`src/rtl/auth_uart_rx.sv`:
```
// auth_uart_rx: 8N1 UART receiver (LSB first) with a two-flop input synchronizer and a sticky rdy flag.
// Optional stop-bit checking is enabled by defining UART_RX_FRM_CHK_EN; frm_err is tied low otherwise.
module auth_uart_rx #(
  parameter int BAUD_DIV = 2604
) (
  input  logic       clk,
  input  logic       rst_n,
  input  logic       RX,
  input  logic       clr_rdy,
  output logic       rdy,
  output logic [7:0] rx_data,
  output logic       frm_err,
  output logic [1:0] fsm_state
);

  typedef enum logic [1:0] {
    IDLE  = 2'd0,
    START = 2'd1,
    DATA  = 2'd2,
    STOP  = 2'd3
  } state_t;

  localparam logic [12:0] FULL_CNT = 13'(BAUD_DIV);
  localparam logic [12:0] HALF_CNT = 13'(BAUD_DIV / 2);

  state_t      state_q, state_d;
  logic        rx_meta, rx_s, rx_prev;
  logic [12:0] cnt;
  logic [3:0]  bit_cnt;
  logic [7:0]  shift_q;
  logic        tick, start_edge, start_ok, sample, stop_done, stop_ok;

  always_ff @(posedge clk or negedge rst_n) begin
    if (!rst_n) begin
      rx_meta <= 1'b1;
      rx_s    <= 1'b1;
      rx_prev <= 1'b1;
    end else begin
      rx_meta <= RX;
      rx_s    <= rx_meta;
      rx_prev <= rx_s;
    end
  end

  // Expiry is the clock on which the count steps from 1 to 0, so a reload of
  // BAUD_DIV spans exactly BAUD_DIV clocks and the counter rests at 0 in IDLE.
  assign tick = (cnt == 13'd1);

  always_ff @(posedge clk or negedge rst_n) begin
    if (!rst_n) state_q <= IDLE;
    else        state_q <= state_d;
  end

  always_comb begin
    state_d = state_q;
    case (state_q)
      IDLE:    if (rx_prev && !rx_s) state_d = START;
      START:   if (tick) state_d = rx_s ? IDLE : DATA;
      DATA:    if (tick && bit_cnt == 4'd7) state_d = STOP;
      STOP:    if (tick) state_d = IDLE;
      default: state_d = IDLE;
    endcase
  end

  always_comb begin
    start_edge = 1'b0;
    start_ok   = 1'b0;
    sample     = 1'b0;
    stop_done  = 1'b0;
    case (state_q)
      IDLE:    start_edge = rx_prev & ~rx_s;
      START:   start_ok   = tick & ~rx_s;
      DATA:    sample     = tick;
      STOP:    stop_done  = tick;
      default: ;
    endcase
  end

  always_ff @(posedge clk or negedge rst_n) begin
    if (!rst_n) begin
      cnt     <= '0;
      bit_cnt <= '0;
      shift_q <= '0;
    end else begin
      if (start_edge)              cnt <= HALF_CNT;
      else if (start_ok || sample) cnt <= FULL_CNT;
      else if (state_q != IDLE)    cnt <= cnt - 13'd1;
      if (start_ok)    bit_cnt <= 4'd0;
      else if (sample) bit_cnt <= bit_cnt + 4'd1;
      if (sample) shift_q <= {rx_s, shift_q[7:1]};
    end
  end

`ifdef UART_RX_FRM_CHK_EN
  assign stop_ok = stop_done & rx_s;

  always_ff @(posedge clk or negedge rst_n) begin
    if (!rst_n) frm_err <= 1'b0;
    else        frm_err <= stop_done & ~rx_s;
  end
`else
  assign stop_ok = stop_done;
  assign frm_err = 1'b0;
`endif

  // rdy/clr_rdy handshake: rdy rises when a byte lands in rx_data and holds until
  // clr_rdy is sampled high or a new start edge arrives; a same-cycle set wins.
  always_ff @(posedge clk or negedge rst_n) begin
    if (!rst_n) begin
      rdy     <= 1'b0;
      rx_data <= 8'h00;
    end else if (stop_ok) begin
      rdy     <= 1'b1;
      rx_data <= shift_q;
    end else if (clr_rdy || start_edge) begin
      rdy     <= 1'b0;
    end
  end

  assign fsm_state = state_q;

endmodule

```
`config.mk`:
```
export PLATFORM = sky130hd
export DESIGN_NAME = auth_uart_rx
export DESIGN_NICKNAME = d
export VERILOG_FILES = /design/src/rtl/auth_uart_rx.sv
export SDC_FILE = /design/constraint.sdc
export NUM_CORES = 1
export LEC_CHECK = 0
export CORE_ASPECT_RATIO = 1.5
export CORE_MARGIN = 4
export CORE_UTILIZATION = 54
export CTS_BUF_LIST = sky130_fd_sc_hd__clkbuf_8
export CTS_CLUSTER_DIAMETER = 30
export CTS_CLUSTER_SIZE = 20
export DETAILED_ROUTE_END_ITERATION = 16
export HOLD_SLACK_MARGIN = 0.06
export PLACE_DENSITY = 0.75
export SETUP_SLACK_MARGIN = 0.1
export SLEW_MARGIN = 20
export SYNTH_ARGS = -nofsm -noshare
export SYNTH_HDL_FRONTEND = slang
export SYNTH_SLANG_ARGS = --single-unit
```
`constraint.sdc`:
```
create_clock -name clk -period 2.5 [get_ports clk]
set_input_delay 0.625 -clock clk [delete_from_list [all_inputs] [get_ports clk]]
set_output_delay 0.625 -clock clk [all_outputs]
set_load 0.01 [all_outputs]
```
==> results.sh <==
export IMPL_grt_max_degree=40
export IMPL_run_status="finished, final reports clean"
export IMPL_critPathMaxFanout=12
export IMPL_rr_startpoint="cnt[1]$_DFFE_PN0P_"
export IMPL_whs_endpoint="rx_s$_DFF_PN1_"
export IMPL_p_per_area_nw_per_um2=790
export IMPL_tns_ns=0
export IMPL_worstRegToRegCells=6
export IMPL_p_leak_nw=0.954
export IMPL_synth_seq_area_share=0.504
export IMPL_yosysUniqueCellTypes=55
export IMPL_root_buffer="clkbuf_8"
export IMPL_setup_viol=0
export IMPL_synth_simple_area_share=0.188
export IMPL_synth_edf_count=0
export IMPL_core_area_um2=3450
export IMPL_dp_hpwl_um=2900
export IMPL_reg2reg_slack_ns=0.29
export IMPL_die_x_um=57.0
export IMPL_vias_per_cell=6.11
export IMPL_num_antenna_cells=0
export IMPL_clk_latency_ns=0.29
export IMPL_finalHoldWorstSlack_ns=0.358
export IMPL_area_growth_pct=13.6
export IMPL_antenna_found_initial=0
export IMPL_synthTopCellsByArea="dfrtp_1, mux2_2, dfstp_2"
export IMPL_grt_setup_unrepaired="no"
export IMPL_cts_setup_buffers=0
export IMPL_synthCells=172
export IMPL_finalPower_w=0.00174
export IMPL_power_frac_clock=0.292
export IMPL_syn_area_per_cell_um2=11.3
export IMPL_p_switching_w=0.000555
export IMPL_cts_tree="yes"
export IMPL_synth_area_um2=1940
export IMPL_wirelength_um=3940
export IMPL_max_freq_mhz=453
export IMPL_worst_pin_slew_ns=0.847
export IMPL_min_delay_path_class="register to register"
export IMPL_synth_fa_ha_area_frac=0.0193
export IMPL_min_from="rx_meta$_DFF_PN1_"
export IMPL_synth_flop_cell="dfrtp_1"
export IMPL_fp_dieH_um=81.5
export IMPL_grt_pass1_vias=1542
export IMPL_holdPathStages=0
export IMPL_max_vdd_ir_drop_mv=0.483
export IMPL_synth_area_leader_cell="dfrtp_1"
export IMPL_power_frac_comb=0.198
export IMPL_drtAntennaViolNets=0
export IMPL_rows=26
export IMPL_drv_cap=0
export IMPL_place_gp_congestion=0.943
export IMPL_sw_frac_of_total=0.318
export IMPL_synth_nets=179
export IMPL_ys_seq_elements=39
export IMPL_cp_end_kind="register"
export IMPL_finClkSkew_ns=0.00588
export IMPL_ys_async_sr_fraction=1.00
export IMPL_synth_compound_area_frac=0.148
export IMPL_synthXorXnorAreaFrac=0.00450
export IMPL_drive_gt1_frac=0.169
export IMPL_vias=1412
export IMPL_cp_arrival_ns=2.38
export IMPL_crit_type="register to register"
export IMPL_cts_buffer_depth=2
export IMPL_portBuffers=14
export IMPL_worstPathRequired_ns=2.68
export IMPL_ctsHtreeMaxLevel=2
export IMPL_drtPass1Iterations=5
export IMPL_wl_per_cell_um=17.0
export IMPL_cts_resized=0
export IMPL_yosys_warnings=0
export IMPL_grt_pass1_wl_um=7110
export IMPL_numClockSinks=39
export IMPL_min_period_over_period=0.882
export IMPL_numCtsBuffers=5
export IMPL_hold_violations=0
export IMPL_drc=0
export IMPL_drv_slew=0
export IMPL_layout_nets=195
export IMPL_fillers=294
export IMPL_io_pins=16
export IMPL_period_needed_ns=2.21
export IMPL_path_clk_slew_ns=0.08
export IMPL_hold_buffers=0
export IMPL_synthMuxAreaShare=0.0978
export IMPL_intPower_w=0.00119
export IMPL_synth_top_family_by_area="simple AND/OR/NAND/NOR gates"
export IMPL_cpMaxStageDelayCell="nor3b_1"
export IMPL_seqPwrFrac=0.509
export IMPL_first_iter_violations=64
export IMPL_track_usage=0.196
export IMPL_worstSetupStartpointType="register"
export IMPL_synth_top_area_frac=0.463
export IMPL_overflow=0
export IMPL_relSlewSlack=0.435
export IMPL_path_cells="inv_1, ha_1, nor3b_1, and4_4, and2_4, mux2_2"
export IMPL_slowest_delay_ns=0.43
export IMPL_r2r_end="shift_q[0]$_DFFE_PN0P_"
export IMPL_die_area_um2=4640
export IMPL_start_util=0.564
-- synthesized netlist by cell type, drive strengths merged (3+ instances only) --
cell    number
o21ai        7
nor3         7
ha           3
nor4         3
and4         4
nand4        4
buf          6
o21a         3
mux2        16
nor2        10
nand3        5
a21oi        8
inv          6
dfrtp       36
dfstp        3
a211oi       4
nand2        8
-- through the flow --
step | std cells | util | worst slack, ns | area (um2)
CTS | 231 | 0.640 | 0.318 | 2210
global route | 231 | 0.640 | 0.203 | 2210
floorplan | 172 | - | 0.547 | 1940
detailed placement | 223 | 0.608 | 0.321 | 2100
global placement | 223 | 0.608 | 0.391 | 2100
finish | 231 | 0.640 | 0.294 | 2210
-- final cells by class --
cell class	count	area, um2	share of cell area
flip-flops and latches	39	980	0.444
well taps	42	52.6	0.0238
multi-input cells	120	893	0.405
repair buffers	16	150	0.0680
inverters	6	22.5	0.0102
clock inverters	3	41.3	0.0187
clock buffers	5	68.8	0.0312
-- worst max-delay path by stage --
stage / start / to / slack (ns) / cells after the start
6_report: cnt[1]$_DFFE_PN0P_ / shift_q[0]$_DFFE_PN0P_ / 0.29 / 6
3_5_place_dp: cnt[1]$_DFFE_PN0P_ / shift_q[7]$_DFFE_PN0P_ / 0.32 / 6
2_1_floorplan: cnt[1]$_DFFE_PN0P_ / shift_q[1]$_DFFE_PN0P_ / 0.55 / 7
4_1_cts: cnt[1]$_DFFE_PN0P_ / shift_q[2]$_DFFE_PN0P_ / 0.32 / 6
5_1_grt: cnt[1]$_DFFE_PN0P_ / shift_q[0]$_DFFE_PN0P_ / 0.20 / 6
3_3_place_gp: cnt[1]$_DFFE_PN0P_ / shift_q[0]$_DFFE_PN0P_ / 0.39 / 6
-- cell families after synthesis --
logic type	after synthesis
AO/OA/AOI/OAI	41
XOR/XNOR	1
adder cells (fa/ha/maj)	3
buffers and inverters	13
flip-flops	39
multiplexers	17
other	1
AND/OR/NAND/NOR	57
-- routing by layer --
metal  up-vias  wire length, um  global-route usage  part of all wire
met3         5              130              0.0487             0.033
met1       700             1630               0.225              0.41
met4         0               48              0.0928             0.012
li1        680                -                   -                 -
met5         -                0                   0                 0
met2        27             2120               0.341              0.54
-- placed cells by master (no fill, tap or decap), types with 2 or more instances in the layout --
cell and instances:
nand2_1 8, and4_1 3, nor2b_1 2, and3_1 2, nand3_1 4, a31oi_1 2, a22oi_1 2, o21ai_0 7
o211ai_1 2, nand4_1 4, a311oi_1 2, nor4_1 2, a211oi_1 4, clkdlybuf4s50_1 13, a21oi_1 8, inv_1 7
o21a_1 3, ha_1 3, nor3_2 3, nor3_1 4, dfstp_2 3, mux2_2 9, clkbuf_8 5, mux2_1 7
nor2_1 10, or4_1 2, dfrtp_1 36, buf_4 2, nor3b_1 2
-- critical path, delay by kind of cell (launching register included) --
family | cells | cell delay, ns
adder cells (fa/ha/maj) | 1 | 0.14
AND/OR/NAND/NOR | 3 | 1.09
flip-flops | 1 | 0.40
buffers and inverters | 1 | 0.11
multiplexers | 1 | 0.35
-- power by group through the flow --
stage / clock network [W] / logic (W) / registers [W]
floorplan: 0 / 0.000283 / 0.000845
global placement: 0 / 0.000331 / 0.000893
detailed placement: 0 / 0.000344 / 0.000899
CTS: 0.000525 / 0.000348 / 0.000887
global route: 0.000548 / 0.000399 / 0.000912
finish: 0.000510 / 0.000346 / 0.000888
-- flip-flops by register name (all words and copies together), names as in the netlist, named ones only --
| signal | count |
|---|---|
| shift_q | 8 |
| rx_meta | 1 |
| rdy | 1 |
| rx_prev | 1 |
| bit_cnt | 4 |
| fsm_state | 1 |
| cnt | 13 |
| rx_data | 8 |
| rx_s | 1 |
Note: power is estimated with default switching activity, not from simulation.
